File: src/rtl/conv2d_pkg.sv
// Shared constants, pixel type and window indexing helper for the conv2d datapath.
package conv2d_pkg;

    localparam int PACKED_PIXEL_W = 16;
    localparam int DEFAULT_IMG_W  = 32;
    localparam int DEFAULT_IMG_H  = 32;
    localparam int DEFAULT_K      = 3;

    typedef logic [PACKED_PIXEL_W-1:0] pixel_t;

    // Bit offset of window element (r,c); r=0 is the oldest row, c=0 the oldest column.
    function automatic int win_offset(input int r, input int c, input int k, input int pixel_w);
        return ((r * k) + c) * pixel_w;
    endfunction

endpackage

File: src/rtl/conv2d_line_buffer_if.sv
// Pixel-in / window-out handshake bundle of the conv2d line buffer.
interface conv2d_line_buffer_if
    import conv2d_pkg::*;
#(
    parameter int PIXEL_W = PACKED_PIXEL_W,
    parameter int K       = DEFAULT_K
);

    logic [PIXEL_W-1:0]     in_pixel;
    logic                   in_valid;
    logic                   in_sof;
    logic                   in_ready;
    logic [K*K*PIXEL_W-1:0] win_data;
    logic                   win_valid;
    logic                   win_ready;
    logic                   frame_done;

    modport master (
        output in_pixel, in_valid, in_sof, win_ready,
        input  in_ready, win_data, win_valid, frame_done
    );

    modport slave (
        input  in_pixel, in_valid, in_sof, win_ready,
        output in_ready, win_data, win_valid, frame_done
    );

endinterface

File: src/rtl/conv2d_line_ram.sv
// One image row of pixel storage: combinational read, synchronous write, read returns old data.
module conv2d_line_ram
    import conv2d_pkg::*;
#(
    parameter int DEPTH = DEFAULT_IMG_W,
    parameter int WIDTH = PACKED_PIXEL_W,
    parameter int AW    = $clog2(DEPTH)
) (
    input  logic             clk,
    input  logic             we,
    input  logic [AW-1:0]    addr,
    input  logic [WIDTH-1:0] wdata,
    output logic [WIDTH-1:0] rdata
);

    logic [WIDTH-1:0] mem [DEPTH];

    assign rdata = mem[addr];

    always_ff @(posedge clk) begin
        if (we) begin
            mem[addr] <= wdata;
        end
    end

endmodule

File: src/rtl/conv2d_line_buffer.sv
// Sliding KxK window generator: K-1 line memories feed a shifting window register.
module conv2d_line_buffer
    import conv2d_pkg::*;
#(
    parameter int PIXEL_W = PACKED_PIXEL_W,
    parameter int IMG_W   = DEFAULT_IMG_W,
    parameter int IMG_H   = DEFAULT_IMG_H,
    parameter int K       = DEFAULT_K
) (
    input  logic clk,
    input  logic rst,
    conv2d_line_buffer_if.slave bus
);

    localparam int CW = $clog2(IMG_W);
    localparam int RW = $clog2(IMG_H);
    localparam int WW = K * K * PIXEL_W;

    localparam logic [CW-1:0] COL_LAST = CW'(IMG_W - 1);
    localparam logic [RW-1:0] ROW_LAST = RW'(IMG_H - 1);
    localparam logic [CW-1:0] COL_WIN  = CW'(K - 1);
    localparam logic [RW-1:0] ROW_WIN  = RW'(K - 1);

    logic [CW-1:0]      col_q, cur_col, col_next;
    logic [RW-1:0]      row_q, cur_row, row_next;
    logic [WW-1:0]      win_q, win_next;
    logic               win_valid_q;
    logic               frame_done_q;
    logic               in_ready;
    logic               acc;
    logic [PIXEL_W-1:0] line_rd [K-1];
    logic [PIXEL_W-1:0] line_wr [K-1];

    assign in_ready = !win_valid_q || bus.win_ready;
    assign acc      = bus.in_valid && in_ready;

    // A start-of-frame pixel is always treated as (0,0), overriding the counters.
    assign cur_col = bus.in_sof ? '0 : col_q;
    assign cur_row = bus.in_sof ? '0 : row_q;

    always_comb begin
        col_next = cur_col + CW'(1);
        row_next = cur_row;
        if (cur_col == COL_LAST) begin
            col_next = '0;
            row_next = (cur_row == ROW_LAST) ? '0 : cur_row + RW'(1);
        end
    end

    // Lines form a vertical shift chain: each column moves one line older per accepted pixel.
    for (genvar i = 0; i < K - 1; i++) begin : g_line
        if (i == 0) begin : g_first
            assign line_wr[i] = bus.in_pixel;
        end else begin : g_chain
            assign line_wr[i] = line_rd[i-1];
        end

        conv2d_line_ram #(
            .DEPTH(IMG_W),
            .WIDTH(PIXEL_W)
        ) u_ram (
            .clk  (clk),
            .we   (acc),
            .addr (cur_col),
            .wdata(line_wr[i]),
            .rdata(line_rd[i])
        );
    end

    always_comb begin
        win_next = win_q;
        for (int r = 0; r < K; r++) begin
            for (int c = 0; c < K - 1; c++) begin
                win_next[win_offset(r, c, K, PIXEL_W) +: PIXEL_W] =
                    win_q[win_offset(r, c + 1, K, PIXEL_W) +: PIXEL_W];
            end
        end
        // Newest column: oldest line on top, the incoming pixel at the bottom.
        for (int r = 0; r < K - 1; r++) begin
            win_next[win_offset(r, K - 1, K, PIXEL_W) +: PIXEL_W] = line_rd[K-2-r];
        end
        win_next[win_offset(K - 1, K - 1, K, PIXEL_W) +: PIXEL_W] = bus.in_pixel;
    end

    always_ff @(posedge clk or posedge rst) begin
        if (rst) begin
            col_q        <= '0;
            row_q        <= '0;
            win_q        <= '0;
            win_valid_q  <= 1'b0;
            frame_done_q <= 1'b0;
        end else begin
            frame_done_q <= acc && (cur_row == ROW_LAST) && (cur_col == COL_LAST);
            if (acc) begin
                col_q       <= col_next;
                row_q       <= row_next;
                win_q       <= win_next;
                win_valid_q <= (cur_row >= ROW_WIN) && (cur_col >= COL_WIN);
            end else if (bus.win_ready) begin
                win_valid_q <= 1'b0;
            end
        end
    end

    assign bus.in_ready   = in_ready;
    assign bus.win_data   = win_q;
    assign bus.win_valid  = win_valid_q;
    assign bus.frame_done = frame_done_q;

endmodule

File: src/flat_wrapper.sv
// flat-port wrapper written by rule: the top's interface ports become plain ports
module conv2d_line_buffer_flat import conv2d_pkg::*;
#(
    parameter int PIXEL_W = PACKED_PIXEL_W,
    parameter int IMG_W   = DEFAULT_IMG_W,
    parameter int IMG_H   = DEFAULT_IMG_H,
    parameter int K       = DEFAULT_K
)
  (clk, rst, bus_in_pixel, bus_in_valid, bus_in_sof, bus_win_ready, bus_in_ready, bus_win_data, bus_win_valid, bus_frame_done);
  conv2d_line_buffer_if #(.PIXEL_W(PIXEL_W), .K(K)) bus_i ();
  input  logic clk;
  input  logic rst;
  input wire logic [$bits(bus_i.in_pixel)-1:0] bus_in_pixel;
  input wire logic [$bits(bus_i.in_valid)-1:0] bus_in_valid;
  input wire logic [$bits(bus_i.in_sof)-1:0] bus_in_sof;
  input wire logic [$bits(bus_i.win_ready)-1:0] bus_win_ready;
  output wire logic [$bits(bus_i.in_ready)-1:0] bus_in_ready;
  output wire logic [$bits(bus_i.win_data)-1:0] bus_win_data;
  output wire logic [$bits(bus_i.win_valid)-1:0] bus_win_valid;
  output wire logic [$bits(bus_i.frame_done)-1:0] bus_frame_done;
  assign bus_i.in_pixel = bus_in_pixel;
  assign bus_i.in_valid = bus_in_valid;
  assign bus_i.in_sof = bus_in_sof;
  assign bus_i.win_ready = bus_win_ready;
  assign bus_in_ready = bus_i.in_ready;
  assign bus_win_data = bus_i.win_data;
  assign bus_win_valid = bus_i.win_valid;
  assign bus_frame_done = bus_i.frame_done;
  conv2d_line_buffer #(.PIXEL_W(PIXEL_W), .IMG_W(IMG_W), .IMG_H(IMG_H), .K(K)) u_core (.clk(clk), .rst(rst), .bus(bus_i));
endmodule
File: config.mk
export PLATFORM = sky130hd
export DESIGN_NAME = conv2d_line_buffer_flat
export DESIGN_NICKNAME = d
export VERILOG_FILES = /design/src/rtl/conv2d_pkg.sv /design/src/rtl/conv2d_line_buffer_if.sv /design/src/rtl/conv2d_line_ram.sv /design/src/rtl/conv2d_line_buffer.sv /design/src/flat_wrapper.sv
export SDC_FILE = /design/constraint.sdc
export NUM_CORES = 1
export LEC_CHECK = 0
export CORE_MARGIN = 2
export CORE_UTILIZATION = 31
export CTS_BUF_LIST = sky130_fd_sc_hd__clkbuf_8 sky130_fd_sc_hd__clkbuf_16
export CTS_CLUSTER_DIAMETER = 80
export DETAILED_ROUTE_END_ITERATION = 8
export PLACE_DENSITY_LB_ADDON = 0.2
export SLEW_MARGIN = 20
export SYNTH_ARGS = -nofsm -noshare
export SYNTH_HDL_FRONTEND = slang
export SYNTH_SLANG_ARGS = --single-unit
File: constraint.sdc
create_clock -name clk -period 5.75 [get_ports clk]
set_input_delay 0.575 -clock clk [delete_from_list [all_inputs] [get_ports clk]]
set_output_delay 0.575 -clock clk [all_outputs]
set_load 0.01 [all_outputs]
==> flow_metrics.tcl, run 1 <==
set metrics [dict create \
    grt_usage_pct 20.0 \
    syn-cell-area_um2 46400 \
    num_rows 141 \
    firstDrtPassIters 6 \
    path_clk_slew_ps 60 \
    grt_pass1_wl_um 217000 \
    nFillCells 14000 \
    synth_edf_count 1024 \
    overflow 0 \
    fin_tns_setup_ps 0 \
    clock_latency_ps 760 \
    cts-buffers-inserted 131 \
    reg2reg_depth 5 \
    cp_max_fo 41 \
    final_layout_size_suffix_gt1_share_pct 13.8 \
    async_reset_ff_share_pct 13.2 \
    cts_buffer_depth 3 \
    crit_type "register to register" \
    slew_viol_final 0 \
    power_leakage_nw 19.1 \
    die_area_um2 153000 \
    p_per_area_nw_per_um2 377 \
    cts_setup_buffers 0 \
    syn_inst 3015 \
    ctsResizeCount 0 \
    vdd_ir_drop_max_mv 0.178 \
    maxCapViolations 0 \
    clkPwrFrac_pct 38.7 \
    ys_warn_count 0 \
    r2r-end "u_core.g_line[1].u_ram.mem[2][7]" \
    rr_startpoint "u_core.col_q[0]" \
    cts.sinks 1180 \
    place.gp.congestion 0.817 \
    p_int_mw 15.3 \
    diodes 0 \
    p_comb_share_pct 12.4 \
    tightest_slew_ps 1170 \
    nets 3254 \
    ys_ff_latch 1180 \
    antenna_found_initial 7 \
    p_sw_mw 5.36 \
    mappedNetlistNets 3039 \
    cts_tree "built" \
    worstPathRequired_ps 6000 \
    timing.fmax_mhz 236 \
    ys.flop_type "edfxtp_1" \
    relSlewSlack_pct 22.1 \
    finalWorstSetupSlack_ps 1510 \
    grt_pass1_vias 27300 \
    hp-class "input pin to asynchronous set/reset pin" \
    fin_skew_ps 30.0 \
    ioPinCount 168 \
    seqPwrFrac_pct 48.9 \
    routed_wl_um 155000 \
    finalSetupViolations 0 \
    synth-seq-area-share_pct 74.7 \
    die_h_um 391 \
    syn_avg_cell_area_um2 15.4 \
    synth_cell_types 72 \
    die_x_um 391 \
    switching_share_pct 25.9 \
    finalCritPeriodShare_pct 73.8 \
    drtAntennaViolNets 0 \
    hold_viol_final 0 \
    drc 0 \
    start_util_pct 31.3 \
    cts-htree-levels 4 \
    holdBufCountCts 0 \
    end_kind "register" \
    viasPerCell 5.40 \
    area_delta_synth_final_pct 18.5 \
    startpoint_type "register" \
    routed-via-count 28400 \
    ctsRootBufferMaster "clkbuf_16" \
    dp_worst_setup_slack_ps 1420 \
    routedWlPerCell_um 29.5 \
    fp.coreArea_um2 148000 \
    crit_arrival_ps 4490 \
    period_needed_ps 4240 \
    reg2reg_slack_ps 1510 \
    first_iter_violations 3304 \
    hpwlAfterDp_um 94100 \
    place.port_buffers 167 \
    grt_max_degree 124 \
    rsz0062_at_grt "false" \
    status "completed" \
]
-- how the worst max path moves through the flow --
| stage | end | startpoint | depth (start not counted) |
|---|---|---|---|
| final | u_core.g_line[1].u_ram.mem[2][7] | u_core.col_q[0] | 5 |
| after global routing | u_core.g_line[1].u_ram.mem[3][7] | u_core.col_q[1] | 6 |
| after CTS | u_core.g_line[1].u_ram.mem[20][9] | u_core.col_q[0] | 6 |
| after detailed placement | u_core.g_line[1].u_ram.mem[31][9] | u_core.col_q[0] | 6 |
| after global placement | u_core.g_line[0].u_ram.mem[28][0] | bus_in_sof | 7 |
| after floorplan | u_core.bus.frame_done | rst | 1 |
-- worst max-delay path: stages (launching register included) --
cell and delay [ps]:
dfrtp_4 810, buf_4 650, mux2i_1 490, a211oi_1 150
nor4_1 720, nand2_1 820
-- cells by family (layout without fill, tap and decap cells) --
logic type	after synthesis	count (layout)	synth area share [%]
AO/OA/AOI/OAI	564	564	8.78
adder cells (fa/ha/maj)	3	3	0.0809
buffers and inverters	223	538	2.29
flip-flops	1180	1180	74.7
multiplexers	270	270	6.48
AND/OR/NAND/NOR	775	775	7.67
-- cell type report --
type	count	area (µm²)	area share, %
flip-flops and latches	1180	34700	63.0
multi-input cells	1612	11000	20.0
clock buffers	139	3460	6.29
repair buffers	293	2800	5.09
well taps	1930	2410	4.39
clock inverters	94	598	1.09
inverters	12	60.1	0.109
-- metal layers --
metal | wire length, µm | up-vias | track usage (%)
li1 | - | 12100 | -
met5 | 13 | - | 0
met4 | 3500 | 2 | 5.67
met1 | 69900 | 14800 | 29.1
met2 | 71200 | 1256 | 31.1
met3 | 10600 | 196 | 2.90
-- power groups by stage --
| stage | sequential [mW] | combinational [mW] | clock (mW) |
|---|---|---|---|
| after floorplan | 10.2 | 1.27 | 0 |
| after global placement | 10.3 | 2.57 | 0 |
| final | 10.1 | 2.58 | 8.01 |
| after CTS | 10.1 | 2.59 | 8.15 |
| after detailed placement | 10.3 | 2.58 | 0 |
| after global routing | 10.2 | 2.75 | 8.48 |
-- per-stage QoR --
| step | util, % | cells | hold slack, ps | power (mW) | instance area, µm² |
|---|---|---|---|---|---|
| after floorplan | - | 3015 | 453 | 11.5 | 46400 |
| after global routing | 37.1 | 5260 | 437 | 21.4 | 55000 |
| after CTS | 37.1 | 5260 | 385 | 20.9 | 55000 |
| after global placement | 34.3 | 5025 | 457 | 12.9 | 50900 |
| final | 37.1 | 5260 | 371 | 20.7 | 55000 |
| after detailed placement | 34.4 | 5027 | 461 | 12.9 | 50900 |
-- synth_stat cells, drive strengths merged, types with 8 or more instances --
library cell	n	area, µm²
edfxtp	1024	30700
nand2	505	1900
mux2i	191	1910
dfrtp	156	3900
buf	128	706
clkbuf	83	312
a211oi	76	586
nor2	76	288
a21oi	75	375
o21ai	66	330
a221oi	61	534
mux2	61	687
a31oi	54	338
a22oi	52	390
a221o	31	310
o22ai	30	188
nor2b	29	184
o211ai	27	203
nand3	26	130
and2	20	125
nor3b	19	153
mux4	18	405
nand3b	18	135
a211o	17	149
nor4bb	15	150
a2bb2oi	13	114
o221ai	13	114
inv	12	45.0
nor3	10	50.1
nor4	10	62.6
a311oi	9	78.8
and3b	9	78.8
nand4	9	56.3
nand2b	8	50.1
-- sequential cells by signal, summed over array words and instances (netlist names) --
name                     cells
u_core.g_line.u_ram.mem   1024
u_core.bus.win_data        144
u_core.col_q                 5
u_core.row_q                 5
u_core.bus.frame_done        1
u_core.bus.win_valid         1
-- placed cells by master, fill, tap and decap left out, drive strengths merged, types with 75 or more instances in the layout --
cell / n
buf: 132
a21oi: 75
dfrtp: 156
edfxtp: 1024
clkdlybuf4s50: 160
mux2i: 191
clkbuf: 140
nor2: 76
nand2: 505
a211oi: 76
(Power assumes the default switching activity.)
==> run 2: changes to the inputs <==
clock period = 3.8 ns   (was 5.75 ns; I/O delays follow)
==> flow_metrics.tcl, run 2 (same netlist as run 1, synthesis figures left out) <==
set metrics [dict create \
    final_layout_size_suffix_gt1_share_pct 15.3 \
    drtAntennaViolNets 0 \
    status "completed" \
    diodes 0 \
    routed-via-count 28300 \
    hold_viol_final 0 \
    regMostFlops "u_core.g_line.u_ram.mem" \
    cts_setup_buffers 0 \
    largest_reg_flops 1024 \
    cts-buffers-inserted 120 \
    antenna_found_initial 9 \
    dp_worst_setup_slack_ps 285 \
    nFillCells 13900 \
    tightest_slew_ps 852 \
    hp-class "input pin to asynchronous set/reset pin" \
    ioPinCount 168 \
    num_rows 141 \
    placed_area_um2 51800 \
    viasPerCell 5.32 \
    routedWlPerCell_um 28.9 \
    finalCritPeriodShare_pct 89.9 \
    timing.fmax_mhz 293 \
    vdd_ir_drop_max_mv 0.337 \
    reg2reg_slack_ps 390 \
    seq_area_um2 34700 \
    cp_max_fo 33 \
    p_int_mw 22.9 \
    ctsRootBufferMaster "clkbuf_16" \
    power_leakage_nw 19.4 \
    power_mw 30.9 \
    rr_startpoint "u_core.col_q[0]" \
    slew_viol_final 0 \
    grt_pass1_wl_um 215000 \
    mostFrequentLayoutCells "edfxtp_1 (1,024), nand2_1 (504), mux2i_1 (191)" \
    fp.coreArea_um2 148000 \
    cts-htree-levels 3 \
    multiInputGateArea_um2 11000 \
    routed_wl_um 154000 \
    fin_skew_ps 37.8 \
    area_delta_synth_final_pct 19.9 \
    startpoint_type "register" \
    place.port_buffers 167 \
    die_area_um2 153000 \
    p_per_area_nw_per_um2 555 \
    cts_tree "built" \
    path_clk_slew_ps 60 \
    worstPathRequired_ps 4430 \
    seqPwrFrac_pct 49.4 \
    crit_start "u_core.col_q[0]" \
    p_sw_mw 8.00 \
    finalSetupViolations 0 \
    period_needed_ps 3410 \
    p_comb_share_pct 13.0 \
    clkPwrFrac_pct 37.5 \
    relSlewSlack_pct 43.0 \
    die_h_um 391 \
    clock_latency_ps 760 \
    hpwlAfterDp_um 92400 \
    crit_type "register to register" \
    switching_share_pct 25.9 \
    end_kind "register" \
    overflow 0 \
    cts.sinks 1180 \
    crit_arrival_ps 4040 \
    final_common_cell "edfxtp_1" \
    start_util_pct 31.3 \
    cts_buffer_depth 3 \
    stdcell_area_um2 55600 \
    holdBufCountCts 0 \
    nets 3321 \
    place.gp.congestion 0.792 \
    firstDrtPassIters 5 \
    first_iter_violations 3290 \
    reg2reg_depth 8 \
    finalWorstSetupSlack_ps 385 \
    drc 0 \
    r2r-end "u_core.bus.win_data[90]" \
    ctsResizeCount 0 \
    grt_max_degree 107 \
    grt_pass1_vias 27300 \
    maxCapViolations 0 \
    die_x_um 391 \
    grt_usage_pct 19.9 \
    fin_tns_setup_ps 0 \
    rsz0062_at_grt "false" \
]
-- run 2: cell count changes in the layout (fill, tap and decap cells not counted), sizes merged --
cell,change
clkinvlp,+5
buf,+75
inv,-12
clkdlybuf4s50,+4
clkbuf,-17
bufinv,+4
clkinv,+9
-- run 2: power groups by stage --
stage,clock (mW),combinational [mW],sequential [mW]
2_1_floorplan,0,1.92,15.5
3_3_place_gp,0,4.03,15.5
3_5_place_dp,0,4.05,15.5
4_1_cts,11.8,4.05,15.3
5_1_grt,12.3,4.30,15.3
6_report,11.6,4.03,15.3
-- run 2: worst max-delay path, cell delays in order (launching register included) --
cell	delay, ps
dfrtp_4	660
buf_4	350
buf_12	270
mux2i_1	210
a21oi_1	80
a22oi_1	460
nand4_1	460
buf_4	410
mux2_2	310
-- run 2: metrics by stage --
step,util [%],hold WS (ps),cells
after floorplan,-,453,3015
after global placement,35.0,457,5105
after detailed placement,34.9,461,5105
after CTS,37.5,34.5,5328
after global routing,37.5,79.0,5328
final,37.5,51.5,5328
-- run 2: routing by layer --
metal	track usage, %	vias up	wire (µm)
met4	6.51	2	4510
met2	31.8	1157	72000
met5	0	-	13
met3	3.62	216	11200
met1	27.4	14700	66500
li1	-	12300	-
-- run 2: worst max path at each step --
stage                                       end  slack, ps
6_report                u_core.bus.win_data[90]        390
5_1_grt                 u_core.bus.win_data[90]        310
4_1_cts                 u_core.bus.win_data[85]        400
3_5_place_dp            u_core.bus.win_data[90]        290
3_3_place_gp            u_core.bus.win_data[90]        310
2_1_floorplan  u_core.g_line[0].u_ram.mem[0][0]        290
-- run 2: layout make-up --
type | count | share of cell area [%]
inverters | 12 | 0.101
well taps | 1930 | 4.34
clock inverters | 100 | 1.36
repair buffers | 371 | 6.59
clock buffers | 123 | 5.50
multi-input cells | 1612 | 19.8
flip-flops and latches | 1180 | 62.3
